==> config.mk <==
export PLATFORM = sky130hd
export DESIGN_NAME = top3_dedup_initiator
export DESIGN_NICKNAME = d
export VERILOG_FILES = /design/src/rtl/top3_dedup_initiator.sv
export SDC_FILE = /design/constraint.sdc
export NUM_CORES = 1
export LEC_CHECK = 0
export ABC_AREA = 1
export BUFFER_PORTS_ARGS = -buffer_cell sky130_fd_sc_hd__buf_2
export CAP_MARGIN = 5
export CORE_MARGIN = 2
export CORE_UTILIZATION = 41
export DETAILED_ROUTE_END_ITERATION = 16
export PLACE_DENSITY = 0.67
export SLEW_MARGIN = 20
export SYNTH_ARGS = -nofsm -noshare
export SYNTH_HDL_FRONTEND = slang
export SYNTH_SLANG_ARGS = --single-unit
==> constraint.sdc <==
create_clock -name i_clk -period 2.95 [get_ports i_clk]
set_input_delay 0.295 -clock i_clk [delete_from_list [all_inputs] [get_ports i_clk]]
set_output_delay 0.295 -clock i_clk [all_outputs]
set_load 0.02 [all_outputs]
==> src/rtl/top3_dedup_initiator.sv <==
`timescale 1ns/1ps
// -----------------------------------------------------------------------------
// top3_dedup_initiator
//
// Producer side of the top-3 duplicate-check handshake. One frame of
// NUM_CLASSES scores arrives in class-index order. The three highest-scoring
// class indices are kept in sorted slots. At the end of the frame a one-cycle
// request goes to the duplicate checker, with the current and previous top-3
// held stable. A "new" verdict emits tops[0] as a character and commits the
// current top-3 as the previous one. A "not new" verdict drops the frame.
// A checker that never answers is abandoned after TIMEOUT cycles, and the
// sticky o_timeout flag is set.
//
// Ports
//   i_clk             clock
//   i_rst_n           asynchronous reset, active-high (historic name)
//   i_score_valid     score beat valid
//   i_score           score for the class index given by the internal beat count
//   o_score_ready     beat accepted when i_score_valid & o_score_ready
//   o_dedup_next      one-cycle request pulse to the duplicate checker
//   o_tops[0:2]       current top-3 class indices, [0] = highest score
//   o_prev_tops[0:2]  last committed top-3 class indices
//   i_dedup_finished  checker done, one-cycle pulse
//   i_dedup_next      checker verdict, 1 = new (valid with i_dedup_finished)
//   o_char_valid      emitted character valid
//   o_char            emitted class index
//   i_char_ready      downstream accepts when o_char_valid & i_char_ready
//   o_timeout         sticky, set when a request is abandoned
// -----------------------------------------------------------------------------
module top3_dedup_initiator #(
  parameter int NUM_CLASSES = 27,
  parameter int SCORE_W     = 16,
  parameter int IDX_W       = 5,
  parameter int TIMEOUT     = 255
) (
  input  logic               i_clk,
  input  logic               i_rst_n,
  input  logic               i_score_valid,
  input  logic [SCORE_W-1:0] i_score,
  output logic               o_score_ready,
  output logic               o_dedup_next,
  output logic [IDX_W-1:0]   o_tops      [0:2],
  output logic [IDX_W-1:0]   o_prev_tops [0:2],
  input  logic               i_dedup_finished,
  input  logic               i_dedup_next,
  output logic               o_char_valid,
  output logic [IDX_W-1:0]   o_char,
  input  logic               i_char_ready,
  output logic               o_timeout
);

  localparam int                WAIT_W      = (TIMEOUT < 2) ? 1 : $clog2(TIMEOUT + 1);
  localparam logic [IDX_W-1:0]  LAST_IDX    = IDX_W'(NUM_CLASSES - 1);
  localparam logic [WAIT_W-1:0] TIMEOUT_CNT = WAIT_W'(TIMEOUT);

  typedef enum logic [1:0] {
    S_COLLECT = 2'd0,
    S_REQ     = 2'd1,
    S_WAIT    = 2'd2,
    S_EMIT    = 2'd3
  } state_t;

  state_t               state_q, state_d;
  logic [IDX_W-1:0]     beat_q, beat_d;
  logic [2:0]           slot_vld_q, slot_vld_d;
  logic [IDX_W-1:0]     slot_idx_q   [0:2];
  logic [IDX_W-1:0]     slot_idx_d   [0:2];
  logic [SCORE_W-1:0]   slot_score_q [0:2];
  logic [SCORE_W-1:0]   slot_score_d [0:2];
  logic [IDX_W-1:0]     tops_q       [0:2];
  logic [IDX_W-1:0]     tops_d       [0:2];
  logic [IDX_W-1:0]     prev_tops_q  [0:2];
  logic [IDX_W-1:0]     prev_tops_d  [0:2];
  logic [WAIT_W-1:0]    wait_q, wait_d;
  logic                 char_valid_q, char_valid_d;
  logic [IDX_W-1:0]     char_q, char_d;
  logic                 timeout_q, timeout_d;

  // Slot contents after inserting the current beat (used only when a beat is accepted)
  logic [2:0]           ins_vld;
  logic [IDX_W-1:0]     ins_idx   [0:2];
  logic [SCORE_W-1:0]   ins_score [0:2];

  // Sorted insertion. Strict '>' lets an earlier (lower) index keep its rank on ties;
  // an empty slot accepts any score.
  always_comb begin
    ins_vld = slot_vld_q;
    for (int i = 0; i < 3; i++) begin
      ins_idx[i]   = slot_idx_q[i];
      ins_score[i] = slot_score_q[i];
    end
    if (!slot_vld_q[0] || (i_score > slot_score_q[0])) begin
      ins_vld      = {slot_vld_q[1], slot_vld_q[0], 1'b1};
      ins_idx[2]   = slot_idx_q[1];
      ins_score[2] = slot_score_q[1];
      ins_idx[1]   = slot_idx_q[0];
      ins_score[1] = slot_score_q[0];
      ins_idx[0]   = beat_q;
      ins_score[0] = i_score;
    end else if (!slot_vld_q[1] || (i_score > slot_score_q[1])) begin
      ins_vld      = {slot_vld_q[1], 1'b1, slot_vld_q[0]};
      ins_idx[2]   = slot_idx_q[1];
      ins_score[2] = slot_score_q[1];
      ins_idx[1]   = beat_q;
      ins_score[1] = i_score;
    end else if (!slot_vld_q[2] || (i_score > slot_score_q[2])) begin
      ins_vld[2]   = 1'b1;
      ins_idx[2]   = beat_q;
      ins_score[2] = i_score;
    end
  end

  always_comb begin
    state_d      = state_q;
    beat_d       = beat_q;
    slot_vld_d   = slot_vld_q;
    wait_d       = wait_q;
    char_valid_d = char_valid_q;
    char_d       = char_q;
    timeout_d    = timeout_q;
    for (int i = 0; i < 3; i++) begin
      slot_idx_d[i]   = slot_idx_q[i];
      slot_score_d[i] = slot_score_q[i];
      tops_d[i]       = tops_q[i];
      prev_tops_d[i]  = prev_tops_q[i];
    end

    case (state_q)
      S_COLLECT: begin
        if (i_score_valid) begin
          slot_vld_d = ins_vld;
          for (int i = 0; i < 3; i++) begin
            slot_idx_d[i]   = ins_idx[i];
            slot_score_d[i] = ins_score[i];
          end
          if (beat_q == LAST_IDX) begin
            // o_tops is only published here so the checker sees a whole frame
            beat_d  = '0;
            state_d = S_REQ;
            for (int i = 0; i < 3; i++) tops_d[i] = ins_idx[i];
          end else begin
            beat_d = beat_q + IDX_W'(1);
          end
        end
      end

      S_REQ: begin
        wait_d  = '0;
        state_d = S_WAIT;
      end

      S_WAIT: begin
        // A verdict arriving on the timeout cycle still takes priority
        if (i_dedup_finished) begin
          slot_vld_d = '0;
          if (i_dedup_next) begin
            state_d      = S_EMIT;
            char_valid_d = 1'b1;
            char_d       = tops_q[0];
            for (int i = 0; i < 3; i++) prev_tops_d[i] = tops_q[i];
          end else begin
            state_d = S_COLLECT;
          end
        end else if (wait_q == TIMEOUT_CNT) begin
          timeout_d  = 1'b1;
          slot_vld_d = '0;
          state_d    = S_COLLECT;
        end else begin
          wait_d = wait_q + WAIT_W'(1);
        end
      end

      S_EMIT: begin
        if (i_char_ready) begin
          char_valid_d = 1'b0;
          slot_vld_d   = '0;
          state_d      = S_COLLECT;
        end
      end

      default: begin
        state_d    = S_COLLECT;
        slot_vld_d = '0;
        beat_d     = '0;
      end
    endcase
  end

  // Control and visible outputs: reset to a clean collecting state
  always_ff @(posedge i_clk or posedge i_rst_n) begin
    if (i_rst_n) begin
      state_q      <= S_COLLECT;
      beat_q       <= '0;
      slot_vld_q   <= '0;
      wait_q       <= '0;
      char_valid_q <= 1'b0;
      char_q       <= '0;
      timeout_q    <= 1'b0;
      for (int i = 0; i < 3; i++) begin
        tops_q[i]      <= '0;
        prev_tops_q[i] <= '0;
      end
    end else begin
      state_q      <= state_d;
      beat_q       <= beat_d;
      slot_vld_q   <= slot_vld_d;
      wait_q       <= wait_d;
      char_valid_q <= char_valid_d;
      char_q       <= char_d;
      timeout_q    <= timeout_d;
      for (int i = 0; i < 3; i++) begin
        tops_q[i]      <= tops_d[i];
        prev_tops_q[i] <= prev_tops_d[i];
      end
    end
  end

  // Slot payload is qualified by slot_vld_q, so it needs no reset
  always_ff @(posedge i_clk) begin
    for (int i = 0; i < 3; i++) begin
      slot_idx_q[i]   <= slot_idx_d[i];
      slot_score_q[i] <= slot_score_d[i];
    end
  end

  assign o_score_ready  = (state_q == S_COLLECT);
  assign o_dedup_next   = (state_q == S_REQ);
  assign o_char_valid   = char_valid_q;
  assign o_char         = char_q;
  assign o_timeout      = timeout_q;
  assign o_tops[0]      = tops_q[0];
  assign o_tops[1]      = tops_q[1];
  assign o_tops[2]      = tops_q[2];
  assign o_prev_tops[0] = prev_tops_q[0];
  assign o_prev_tops[1] = prev_tops_q[1];
  assign o_prev_tops[2] = prev_tops_q[2];

endmodule

==> impl_metrics.csv <==
group,metric,value,unit
status,status,"complete, no violations",
placement,portBuffers,60,
sta,whs,0.0808,ns
floorplan,dieHeight,127,µm
grt,grtUsageMet2,29.2,%
detailed_routing,drtPass1Iterations,5,
detailed_routing,num_vias,4657,
sta,finalCritPeriodShare,87.0,%
sta,setup_ws,0.383,ns
grt,met3_usage,4.10,%
detailed_routing,wire_per_inst,13.6,µm
setup_path,critPathLaunchType,"flip-flop",
clocking,cts_buffers,17,
sta,tightest_slew,0.714,ns
grt,grt.total_usage,17.1,%
setup_path,crit_chain,"inv_1 > ha_1 > nand4_1 > nor3_2 > nand3_1 > nand2_1 > nand2_4 > nor2_4 > buf_4 > o21ai_2",
setup_path,cpMaxStageDelayCell,"buf_4",
final_layout,multiInputGateArea,0.00254,mm²
final_layout,nNetsFinal,827,
sta,finalHoldViolations,0,
placement,placed_area,0.00666,mm²
setup_path,worstPathMaxFanout,24,
final_layout,stdcell_count,947,
power,p_int,4.21,mW
setup_path,critPathArrivalTime,2.72,ns
sta,relSlewSlack,52.3,%
sta,rsz0062_at_grt,"false",
clocking,ctsRootBufferMaster,"clkbuf_16",
sta,skew,0.00873,ns
placement,dp_cells,914,
worst_hold_path,hold_class,"primary input to flip-flop",
synth,synth.area.top_cells,"edfxtp_1, dfrtp_1, nand2_1",
synth,ys_ff_latch,113,
floorplan,core_area,0.0146,mm²
grt,grt.met1_usage,21.5,%
sta,fin_crit,2.57,ns
setup_path,crit_path_end_kind,"flip-flop",
synth,yosysSeqAreaShare,50.6,%
setup_path,cp.required,3.10,ns
grt,antenna_found_initial,0,
synth,netlist_instances,682,
final_layout,postLayoutCellArea,0.00723,mm²
floorplan,start_util,42.4,%
grt,grt_pass1_wl,21.8,mm
synth,yosysWarnings,0,
placement,dp_slack,0.284,ns
synth,ys_types,39,
detailed_routing,drc_errors,0,
setup_path,cp_top_family,"simple AND/OR/NAND/NOR gates",
grt,grt_busiest_layer,"met2",
synth,yosys.area.top_type,"edfxtp_1",
final_layout,diodes,0,
power,p_leak,3.53,nW
final_layout,fill_cells,1400,
synth,synth-main-ff-cell,"edfxtp_1",
clocking,clk_path_buf_depth,2,
power,swShare,37.4,%
clocking,clkLatencyLatePin,0.41,ns
power,p_sw,2.51,mW
sta,finalSetupTns,0,ns
clocking,cts_resized,0,
power,ir_drop,646,µV
grt,grt_pass1_vias,4635,
power,share_comb_of_total_power,34.0,%
synth,syn-num-nets,759,
clocking,clock_sinks,113,
final_layout,synthToLayoutAreaGrowth,16.4,%
floorplan,die_w,127,µm
clocking,cts_hold_buf,1,
synth,syn_avg_cell_area,9.11,µm²
sta,slew_viol_final,0,
sta,setup_viol,0,
detailed_routing,vias_per_cell,4.92,
setup_path,critical_path_class,"flip-flop to flip-flop",
detailed_routing,drt_iter0_drc,282,
placement,gp_congestion,0.854,
grt,grt_max_degree,44,
floorplan,die-area,0.0161,mm²
synth,synthesis.area,0.00621,mm²
power,clkPwrFrac,28.6,%
power,p_per_area,930,mW/mm²
detailed_routing,ant_nets,0,
job,drv_cap,0,
sta,max_freq,390,MHz
floorplan,rows,44,
setup_path,crit_buf_inv,2,
synth,synth-edff-count,63,
power,power.share.sequential,37.4,%
clocking,clk_pin_slew,0.05,ns
synth,synth_top_area_share,30.5,%
clocking,cts_tree,"done",
final_layout,drive_gt1_share,16.5,%
grt,overflow,0,
setup_path,max_stage_delay,0.38,ns
clocking,postCtsSetupRepairBufs,0,
synth,async_reset_ff_share,44.2,%
placement,dp_hpwl,9.32,mm
final_layout,area.sequential,0.00314,mm²
clocking,h-tree-depth,4,
floorplan,pin_count,61,
detailed_routing,wirelength,12.9,mm
## state kept, by name, indices dropped and copies added (netlist names), 2 cells and up
register and cells:
slot_vld_q 3, o_prev_tops 10, state_q 2, o_tops 15
beat_q 5, wait_q 8, o_char 5, slot_score_q 48
slot_idx_q 15
## synthesized netlist by cell type, drive strengths merged (3+ instances only)
cell type / count
nand4: 5
nor3: 6
nand2: 194
inv: 98
ha: 55
o21ai: 66
a22oi: 3
nor2: 29
buf: 14
nand3: 39
and2: 10
a21oi: 29
o21a: 3
dfrtp: 50
edfxtp: 63
clkbuf: 8
## layer usage
layer | vias up | routed length, µm
li1 | 2399 | -
met1 | 2174 | 6130
met2 | 74 | 6240
met3 | 10 | 421
met4 | 0 | 104
met5 | - | 0
## cell usage in the layout, fill, tap and decap left out, types with 14 or more instances in the layout
cell type and n:
buf_2 60, clkbuf_16 19, o21ai_2 14, o21ai_0 46
a21oi_1 29, nand2_1 190, inv_1 95, nand3_1 39
edfxtp_1 63, nor2_1 27, dfrtp_1 50, ha_1 55
## worst paths after layout
| kind | endpoint | start | slack (ns) | depth (start not counted) |
|---|---|---|---|---|
| min in group asynchronous | o_prev_tops[4] | i_rst_n | 0.32 | 3 |
| max in group asynchronous | beat_q[2] | i_rst_n | 1.84 | 4 |
| hold / removal | slot_score_q[0][0] | i_score[0] | 0.08 | 1 |
| setup reg to reg | slot_score_q[0][46] | slot_score_q[0][11] | 0.38 | 10 |
| setup / recovery | slot_score_q[0][46] | slot_score_q[0][11] | 0.38 | 10 |
| hold reg to reg | o_prev_tops[9] | o_prev_tops[9] | 0.47 | 2 |
## per-stage QoR
step / total power, mW / util [%]
2_1_floorplan: 4.22 / -
3_3_place_gp: 4.77 / 45.5
3_5_place_dp: 4.82 / 45.5
4_1_cts: 6.77 / 49.4
5_1_grt: 7.20 / 49.4
6_report: 6.72 / 49.4
## power groups by stage
stage	sequential, mW	clock, mW	combinational (mW)
final	2.51	1.92	2.29
after global routing	2.57	2.04	2.60
after CTS	2.51	1.96	2.30
after detailed placement	2.54	0	2.28
after global placement	2.53	0	2.24
after floorplan	2.64	0	1.58
## final cells by class
class	count	share of cell area, %
well taps	184	3.18
multi-input cells	449	35.2
clock buffers	24	7.11
repair buffers	71	5.33
flip-flops and latches	113	43.5
inverters	98	5.09
clock inverters	8	0.640
## kinds of logic after synthesis
logic type                 count (synthesis)  synth area share [%]
and+or+nand+nor                          284                  19.4
buffers and inverters                    120                  8.42
DFF                                      113                  50.6
AOI/OAI and AO/OA                        109                  10.4
adders and majority gates                 55                  11.1
xor gates and xnor gates                   1                 0.141
(Power assumes the default switching activity.)
